[config.mk]
export PLATFORM = sky130hd
export DESIGN_NAME = psram_arb
export DESIGN_NICKNAME = d
export VERILOG_FILES = /design/src/rtl/psram_arb.sv
export SDC_FILE = /design/constraint.sdc
export NUM_CORES = 1
export LEC_CHECK = 0
export BUFFER_PORTS_ARGS = -buffer_cell sky130_fd_sc_hd__buf_4
export CAP_MARGIN = 10
export CORE_UTILIZATION = 54
export DETAILED_ROUTE_END_ITERATION = 6
export PLACE_DENSITY = 0.84
export REMOVE_ABC_BUFFERS = 1
export SLEW_MARGIN = 20
export SYNTH_ARGS = -nofsm -noshare
export SYNTH_HDL_FRONTEND = slang
export SYNTH_SLANG_ARGS = --single-unit
[constraint.sdc]
create_clock -name clk -period 5.25 [get_ports clk]
set_input_delay 0.7875 -clock clk [delete_from_list [all_inputs] [get_ports clk]]
set_output_delay 0.7875 -clock clk [all_outputs]
set_load 0.02 [all_outputs]
[src/rtl/psram_arb.sv]
// psram_arb: round-robin arbiter and timing sequencer for a 16-bit async PSRAM.
// Byte-wide requests from NCH masters are served one at a time with
// programmable read/write wait states and an idle turnaround after each ack.
module psram_arb #(
    parameter int unsigned NCH     = 2,
    parameter int unsigned ADDR_W  = 23,
    parameter int unsigned RD_WAIT = 4,
    parameter int unsigned WR_WAIT = 4,
    parameter int unsigned TURN    = 1
) (
    input  logic                  clk,
    input  logic                  rst,
    input  logic [NCH-1:0]        req_rd,
    input  logic [NCH-1:0]        req_wr,
    input  logic [NCH*ADDR_W-1:0] req_a,
    input  logic [NCH*8-1:0]      req_din,
    output logic [NCH-1:0]        req_ack,
    output logic [7:0]            req_dout,
    output logic                  busy,
    output logic [2:0]            grant,
    output logic [21:0]           ram_a,
    input  logic [15:0]           ram_dq_i,
    output logic [15:0]           ram_dq_o,
    output logic                  ram_dq_oe,
    output logic                  ram_ce_n,
    output logic                  ram_oe_n,
    output logic                  ram_we_n,
    output logic                  ram_lb_n,
    output logic                  ram_ub_n
);

    localparam int unsigned CntW = 16;

    typedef enum logic [1:0] {StIdle, StAccess, StDone, StTurn} state_e;

    state_e            state_q, state_d;
    logic [CntW-1:0]   cnt_q, cnt_d;
    logic [2:0]        ptr_q, ptr_d;
    logic [2:0]        grant_q, grant_d;
    logic [ADDR_W-1:0] addr_q, addr_d;
    logic [7:0]        din_q, din_d;
    logic              wr_q, wr_d;

    logic [NCH-1:0]    ack_q, ack_d;
    logic [7:0]        dout_q, dout_d;
    logic              busy_q, busy_d;
    logic [21:0]       ram_a_q, ram_a_d;
    logic [15:0]       dq_o_q, dq_o_d;
    logic              dq_oe_q, dq_oe_d;
    logic              ce_n_q, ce_n_d, oe_n_q, oe_n_d, we_n_q, we_n_d;
    logic              lb_n_q, lb_n_d, ub_n_q, ub_n_d;

    // Per-channel views padded to 8 entries so a 3-bit index always fits.
    logic [ADDR_W-1:0] a_arr [8];
    logic [7:0]        d_arr [8];
    logic [7:0]        rq, wq;

    for (genvar g = 0; g < 8; g++) begin : g_ch
        if (g < NCH) begin : g_used
            assign a_arr[g] = req_a[g*ADDR_W +: ADDR_W];
            assign d_arr[g] = req_din[g*8 +: 8];
            assign rq[g]    = req_rd[g] | req_wr[g];
            assign wq[g]    = req_wr[g];
        end else begin : g_unused
            assign a_arr[g] = '0;
            assign d_arr[g] = '0;
            assign rq[g]    = 1'b0;
            assign wq[g]    = 1'b0;
        end
    end

    logic       found;
    logic [2:0] win;

    // Round-robin search upward from the channel after the last winner.
    always_comb begin
        found = 1'b0;
        win   = ptr_q;
        for (int k = 1; k <= int'(NCH); k++) begin
            logic [2:0] idx;
            idx = 3'((int'(ptr_q) + k) % int'(NCH));
            if (!found && rq[idx]) begin
                found = 1'b1;
                win   = idx;
            end
        end
    end

    // State and latched-request registers.
    always_ff @(posedge clk) begin
        if (rst) begin
            state_q <= StIdle;
            cnt_q   <= '0;
            ptr_q   <= 3'(NCH - 1);
            grant_q <= '0;
            addr_q  <= '0;
            din_q   <= '0;
            wr_q    <= 1'b0;
        end else begin
            state_q <= state_d;
            cnt_q   <= cnt_d;
            ptr_q   <= ptr_d;
            grant_q <= grant_d;
            addr_q  <= addr_d;
            din_q   <= din_d;
            wr_q    <= wr_d;
        end
    end

    // Next state: grant in IDLE, count wait states, then DONE and optional TURN.
    always_comb begin
        state_d = state_q;
        cnt_d   = cnt_q;
        ptr_d   = ptr_q;
        grant_d = grant_q;
        addr_d  = addr_q;
        din_d   = din_q;
        wr_d    = wr_q;
        unique case (state_q)
            StIdle: begin
                if (found) begin
                    ptr_d   = win;
                    grant_d = win;
                    addr_d  = a_arr[win];
                    din_d   = d_arr[win];
                    wr_d    = wq[win];
                    cnt_d   = wq[win] ? CntW'(WR_WAIT - 1) : CntW'(RD_WAIT - 1);
                    state_d = StAccess;
                end
            end
            StAccess: begin
                if (cnt_q == '0) state_d = StDone;
                else             cnt_d   = cnt_q - 1'b1;
            end
            StDone: begin
                if (TURN > 0) begin
                    state_d = StTurn;
                    cnt_d   = CntW'(TURN - 1);
                end else begin
                    state_d = StIdle;
                end
            end
            StTurn: begin
                if (cnt_q == '0) state_d = StIdle;
                else             cnt_d   = cnt_q - 1'b1;
            end
            default: state_d = StIdle;
        endcase
    end

    logic [7:0] ack_sel;

    // Output next values derived from the upcoming state so every pin is a flop.
    always_comb begin
        ack_sel = 8'b1 << grant_q;
        ce_n_d  = 1'b1;
        oe_n_d  = 1'b1;
        we_n_d  = 1'b1;
        lb_n_d  = 1'b1;
        ub_n_d  = 1'b1;
        dq_oe_d = 1'b0;
        ram_a_d = ram_a_q;
        dq_o_d  = dq_o_q;
        ack_d   = '0;
        dout_d  = '0;
        busy_d  = (state_d != StIdle);
        if (state_d == StAccess) begin
            ram_a_d = 22'(addr_d[ADDR_W-1:1]);
            ce_n_d  = 1'b0;
            ub_n_d  = !addr_d[0];
            lb_n_d  = addr_d[0];
            if (wr_d) begin
                we_n_d  = 1'b0;
                dq_oe_d = 1'b1;
                dq_o_d  = {din_d, din_d};
            end else begin
                oe_n_d  = 1'b0;
            end
        end
        // DONE is only entered from ACCESS, so this samples on the last ACCESS edge.
        if (state_d == StDone) begin
            ack_d = ack_sel[NCH-1:0];
            if (!wr_q) dout_d = addr_q[0] ? ram_dq_i[15:8] : ram_dq_i[7:0];
        end
    end

    // Output registers.
    always_ff @(posedge clk) begin
        if (rst) begin
            ack_q   <= '0;
            dout_q  <= '0;
            busy_q  <= 1'b0;
            ram_a_q <= '0;
            dq_o_q  <= '0;
            dq_oe_q <= 1'b0;
            ce_n_q  <= 1'b1;
            oe_n_q  <= 1'b1;
            we_n_q  <= 1'b1;
            lb_n_q  <= 1'b1;
            ub_n_q  <= 1'b1;
        end else begin
            ack_q   <= ack_d;
            dout_q  <= dout_d;
            busy_q  <= busy_d;
            ram_a_q <= ram_a_d;
            dq_o_q  <= dq_o_d;
            dq_oe_q <= dq_oe_d;
            ce_n_q  <= ce_n_d;
            oe_n_q  <= oe_n_d;
            we_n_q  <= we_n_d;
            lb_n_q  <= lb_n_d;
            ub_n_q  <= ub_n_d;
        end
    end

    assign req_ack   = ack_q;
    assign req_dout  = dout_q;
    assign busy      = busy_q;
    assign grant     = grant_q;
    assign ram_a     = ram_a_q;
    assign ram_dq_o  = dq_o_q;
    assign ram_dq_oe = dq_oe_q;
    assign ram_ce_n  = ce_n_q;
    assign ram_oe_n  = oe_n_q;
    assign ram_we_n  = we_n_q;
    assign ram_lb_n  = lb_n_q;
    assign ram_ub_n  = ub_n_q;

endmodule
* Word level (Yosys, flattened, before mapping)
Cells that the tools add are included.
Storage, ports and cells: bits in registers 111, output and inout bits 58
Operators by class: add/subtract/negate cells 3, magnitude comparators 4, equality and inequality tests 7, shift operators 1, muxes and demuxes 33, bitwise operators 7, reduce and logical (&&, ||, !) cells 13
Operators with widths (count):
- $mux W23 | 4
- $bmux W23 S3 | 1
- $pmux W16 S3 | 1
- $mux W8 | 5
- $mux W16 | 2
- $bmux W8 S3 | 1
- $logic_not A16 Y1 | 1
- $sub A16 B1 Y16 const B | 1
- $lt A3 B4 Y1 const B | 3
- $mux W1 | 10
- $pmux W2 S4 | 1
- $eq A2 B2 Y1 const B | 3
- $mux W2 | 3
- $mux W3 | 2
- $reduce_and A2 Y1 | 3
- $reduce_or A2 Y1 | 3
- $bmux W1 S2 | 2
- $eq A2 B1 Y1 const B | 2
- $ge A4 B4 Y1 const B | 1
- $ne A2 B2 Y1 const B | 2
- $not A3 Y4 | 1
- $bmux W1 S3 | 1
- $reduce_or A3 Y1 | 1
- $shl A1 B3 Y2 const A | 1
- other kinds (8) | 13

* Logic depth before layout (Yosys ltp)
depth after elaboration 15, depth in mapped cells 9, depth with buffers taken out 7

* Worst setup path after synthesis
Ideal clock, no wire load.
path type flip-flop to flip-flop, from register cnt_q[7], to register dout_q[0] (netlist: req_dout[0]), setup time 63 ps, arrival 2476 ps, required time 5187 ps, path slack 2710 ps, cell stages (with the launch flop) 9, buffers on the path 3, cells stage by stage dfxtp_1 > or4_4 > or4_1 > buf_2 > or2_1 > clkbuf_2 > or4_4 > buf_6 > nor2_2
On the way: longest elaborated chain between the ends 6, elaborated cells between the ends (all ways) 7
Ends and longest elaborated chain:
- from (decl) | RTL line 37 | logic [CntW-1:0] cnt_q, cnt_d;
- from (signal assigned) | RTL line 101 | cnt_q <= cnt_d;
- $logic_not A16 Y1 * | RTL line 132, 144
- $mux W2, on equally long branches | RTL line 144, 132
- $pmux W2 S4 * | RTL line 119 | unique case (state_q)
- $eq A2 B2 Y1 * | RTL line 181 | if (state_d == StDone) begin
- $not A1 Y1 (no source line) *
- $reduce_or A3 Y1 (no source line) *
- to (signal assigned) | RTL line 203 | dout_q <= dout_d;
- to (decl) | RTL line 45 | logic [7:0] dout_q, dout_d;
Every way passes the cells marked *; elsewhere a longest branch is shown, timed or not. A chain may end at the register's enable or synchronous reset.

* Worst setup path in the final report
from register cnt_q[7], to register dq_o_q[12] (netlist: ram_dq_o[12])
On the way: longest elaborated chain between the ends 5, elaborated cells between the ends (all ways) 6
Ends and longest elaborated chain:
- $logic_not A16 Y1 * | RTL line 132, 144
- $mux W2, on equally long branches | RTL line 144, 132
- $pmux W2 S4 * | RTL line 119
- $eq A2 B1 Y1 * | RTL line 167 | if (state_d == StAccess) begin
- $reduce_and A2 Y1 (no source line) *
- to (signal assigned) | RTL line 206 | dq_o_q <= dq_o_d;
- to (decl) | RTL line 48 | logic [15:0] dq_o_q, dq_o_d;
Marked as above.

==> run metrics <==
Worst Hold Class flip-flop to flip-flop; Final Critical Period 3030 ps; Core ar. 7410 µm²; Max Fclk 330 MHz; die width 90.4 µm; gr usage total 24.2%; Reg power frac 34.9%; design area 5470 µm²; Pleak 0.00244 µW; Max Root-Sink Buffers 2; Initial Utilization 57.0%; crit share post-route 57.7%; root buf cell clkbuf_8; Post-DRT Antenna Nets 0; drt via density 5.25; cts hold-fix bufs 0; CTS buffer count 9; Worst Max-Slew Pin Slew 811 ps; hold path cells 1; count of input and output buffers 141; wire per inst 14.3 µm; VDD IR max 0.289 mV; RD Place Congestion 0.892; Syn Inst Count 461; endpoint type of the worst setup path flip-flop; mean post-synth cell area 9.15 µm²; Clock Skew 16.2 ps; Final setup viols 0; clock-pin transition on the worst setup and hold timing paths 100 ps; register bit total from synthesis 101; DP Area 5240 µm²; Logic pwr share 49.1%; final wirelength 9700 µm; status finished clean; worst setup margin 2220 ps; reg2reg end ram_dq_o[12]; worst rel slew slack 45.4%; CTS tree done; clk sinks 101; pin count of the biggest net entering global routing 78; latest clock arrival within the worst-skew pair 360 ps; H-tree depth 3; DRC violations left 0; Inserted Diodes 0; data required time of the worst path 5500 ps; Worst Path Arrival 3280 ps; Hold WS 473 ps; total die area 8170 µm²; Netlist cell types 42; Place WS 2080 ps; crit path max fanout 26; fraction of layout cells with a size suffix above 1 35.9%; Rows 31; yosys warns 0; initial drt markers 88; Max-cap violations 0; unrepaired setup endpoints after global routing no; reg2reg start cnt_q[7]; sw frac 39.4%; area delta synth->final 29.7%; Hold Violations, Final 0; first drt pass iteration count 4; Min-Delay Endpoint req_ack[0]; crit path kind flip-flop to flip-flop; setup_tns 0 ps; fin nets 660; I/O pin count 142; Hold Startpoint grant[0]; Reg2Reg Depth 6; CTS-repair resized insts 0; sw power 1360 µW; first-pass GRT wire length 15900 µm; R2R setup slack 2220 ps; initial antenna violation count 0; sequential cell area fraction in the yosys report 47.9%; Power Density 631 nW/µm²; Post CTS Setup Buffer Count 0; startpoint types flip-flop; post-DP HPWL 6760 µm; via count 3564; Die H 90.4 µm; clock share of power 16.0%; vias in the first global route 3365; GRT Residual Overflow 0; Post-Syn Area 4220 µm²; internal power 2090 µW; Pins Over Slew Limit 0
-- cell usage after synthesis --
cell type | instances | area, µm²
dfxtp_1 | 101 | 2020
nand2_1 | 73 | 274
nor2_1 | 59 | 221
nor2b_1 | 31 | 194
a311oi_1 | 30 | 263
mux2_2 | 30 | 338
clkbuf_1 | 18 | 67.6
buf_4 | 10 | 75.1
xor2_1 | 9 | 78.8
buf_1 | 8 | 30.0
mux2i_1 | 8 | 80.1
nor2_2 | 8 | 50.1
inv_1 | 6 | 22.5
o211ai_1 | 6 | 45.0
a21oi_1 | 5 | 25.0
nor3_1 | 5 | 25.0
xnor2_1 | 5 | 43.8
buf_2 | 4 | 20.0
nor3b_1 | 4 | 30.0
nor4_1 | 4 | 25.0
or3_1 | 4 | 25.0
nor4b_1 | 3 | 26.3
o2111ai_1 | 3 | 26.3
o21ai_0 | 3 | 15.0
or2_2 | 3 | 18.8
or4_1 | 3 | 22.5
a221oi_1 | 2 | 17.5
or4_4 | 2 | 22.5
a211o_1 | 1 | 8.76
a21o_1 | 1 | 7.51
a31o_2 | 1 | 8.76
a31oi_1 | 1 | 6.26
and3_1 | 1 | 6.26
buf_6 | 1 | 11.3
clkbuf_2 | 1 | 5.00
ha_1 | 1 | 12.5
nand2b_1 | 1 | 6.26
o211ai_2 | 1 | 12.5
o311ai_0 | 1 | 8.76
o31a_1 | 1 | 8.76
o31ai_1 | 1 | 7.51
or2_1 | 1 | 6.26
-- how the worst max path moves through the flow --
stage / startpoint / to / slack, ps / cells after the start
final: cnt_q[7] / ram_dq_o[12] / 2220 / 6
after global routing: cnt_q[7] / ram_dq_o[7] / 2120 / 6
after CTS: cnt_q[7] / ram_dq_o[12] / 2230 / 6
after detailed placement: req_rd[1] / ram_dq_o[12] / 2080 / 7
after global placement: req_rd[1] / ram_dq_o[13] / 2180 / 7
after floorplan: req_rd[1] / ram_dq_o[10] / 20 / 5
-- power groups by stage --
stage	Combinational [µW]	Clock (µW)	Sequential, µW
2_1_floorplan	977	0	1380
3_3_place_gp	1650	0	1210
3_5_place_dp	1700	0	1220
4_1_cts	1700	569	1200
5_1_grt	1860	602	1230
6_report	1690	554	1200
-- metal layers --
layer | vias up | track usage (%) | wire length (µm)
li1 | 1794 | - | -
met1 | 1627 | 29.6 | 4160
met2 | 128 | 39.4 | 4590
met3 | 15 | 8.42 | 771
met4 | 0 | 8.60 | 184
met5 | - | 0 | 0
-- flip-flops by register name, summed over array words and instances (netlist names) --
| name | flops |
|---|---|
| addr_q | 23 |
| wr_q | 1 |
| ram_dq_oe | 1 |
| ram_a | 22 |
| ram_ub_n | 1 |
| ram_lb_n | 1 |
| ram_ce_n | 1 |
| busy | 1 |
| grant | 1 |
| req_dout | 8 |
| req_ack | 2 |
| state_q | 2 |
| ram_we_n | 1 |
| cnt_q | 16 |
| ram_dq_o | 8 |
| ptr_q | 3 |
| ram_oe_n | 1 |
| din_q | 8 |
-- critical path, cell delays in order, from the launching register on --
cell	delay (ps)
dfxtp_1	360
or4_4	550
or4_1	760
o211ai_2	220
buf_4	360
or2_2	300
mux2_2	360
-- layout by cell type (no fill, tap or decap), types with 6 or more instances in the layout --
cell type    n
buf_4      145
dfxtp_1    101
nand2_1     73
nor2_1      59
nor2b_1     31
a311oi_1    30
mux2_2      30
clkbuf_8    10
xor2_1       9
mux2i_1      8
nor2_2       8
inv_1        6
o211ai_1     6
-- stage by stage --
stage | power (µW) | util, % | cells
6_report | 3450 | 73.9 | 679
5_1_grt | 3690 | 73.9 | 679
4_1_cts | 3480 | 73.9 | 679
3_5_place_dp | 2910 | 70.8 | 663
3_3_place_gp | 2860 | 70.8 | 663
2_1_floorplan | 2360 | - | 419
-- cells by family (layout without fill, tap and decap cells) --
logic type	Yosys count	after routing	synth area share (%)
muxes	38	38	9.90
adders and majority gates	1	1	0.296
DFF	101	101	47.9
AOI/OAI and AO/OA	57	57	10.9
xor gates and xnor gates	14	14	2.91
and+or+nand+nor	202	202	22.6
buffers and inverters	48	167	5.48
-- layout make-up --
class | instances | area, µm²
clock buffer | 10 | 138
sequential | 101 | 2020
multi-input combinational | 312 | 1990
timing repair buffer | 145 | 1090
tap | 99 | 124
inverter | 6 | 22.5
fill | 555 | 1930
clock inverter | 6 | 93.8
Power figures use the tool's default switching activity.
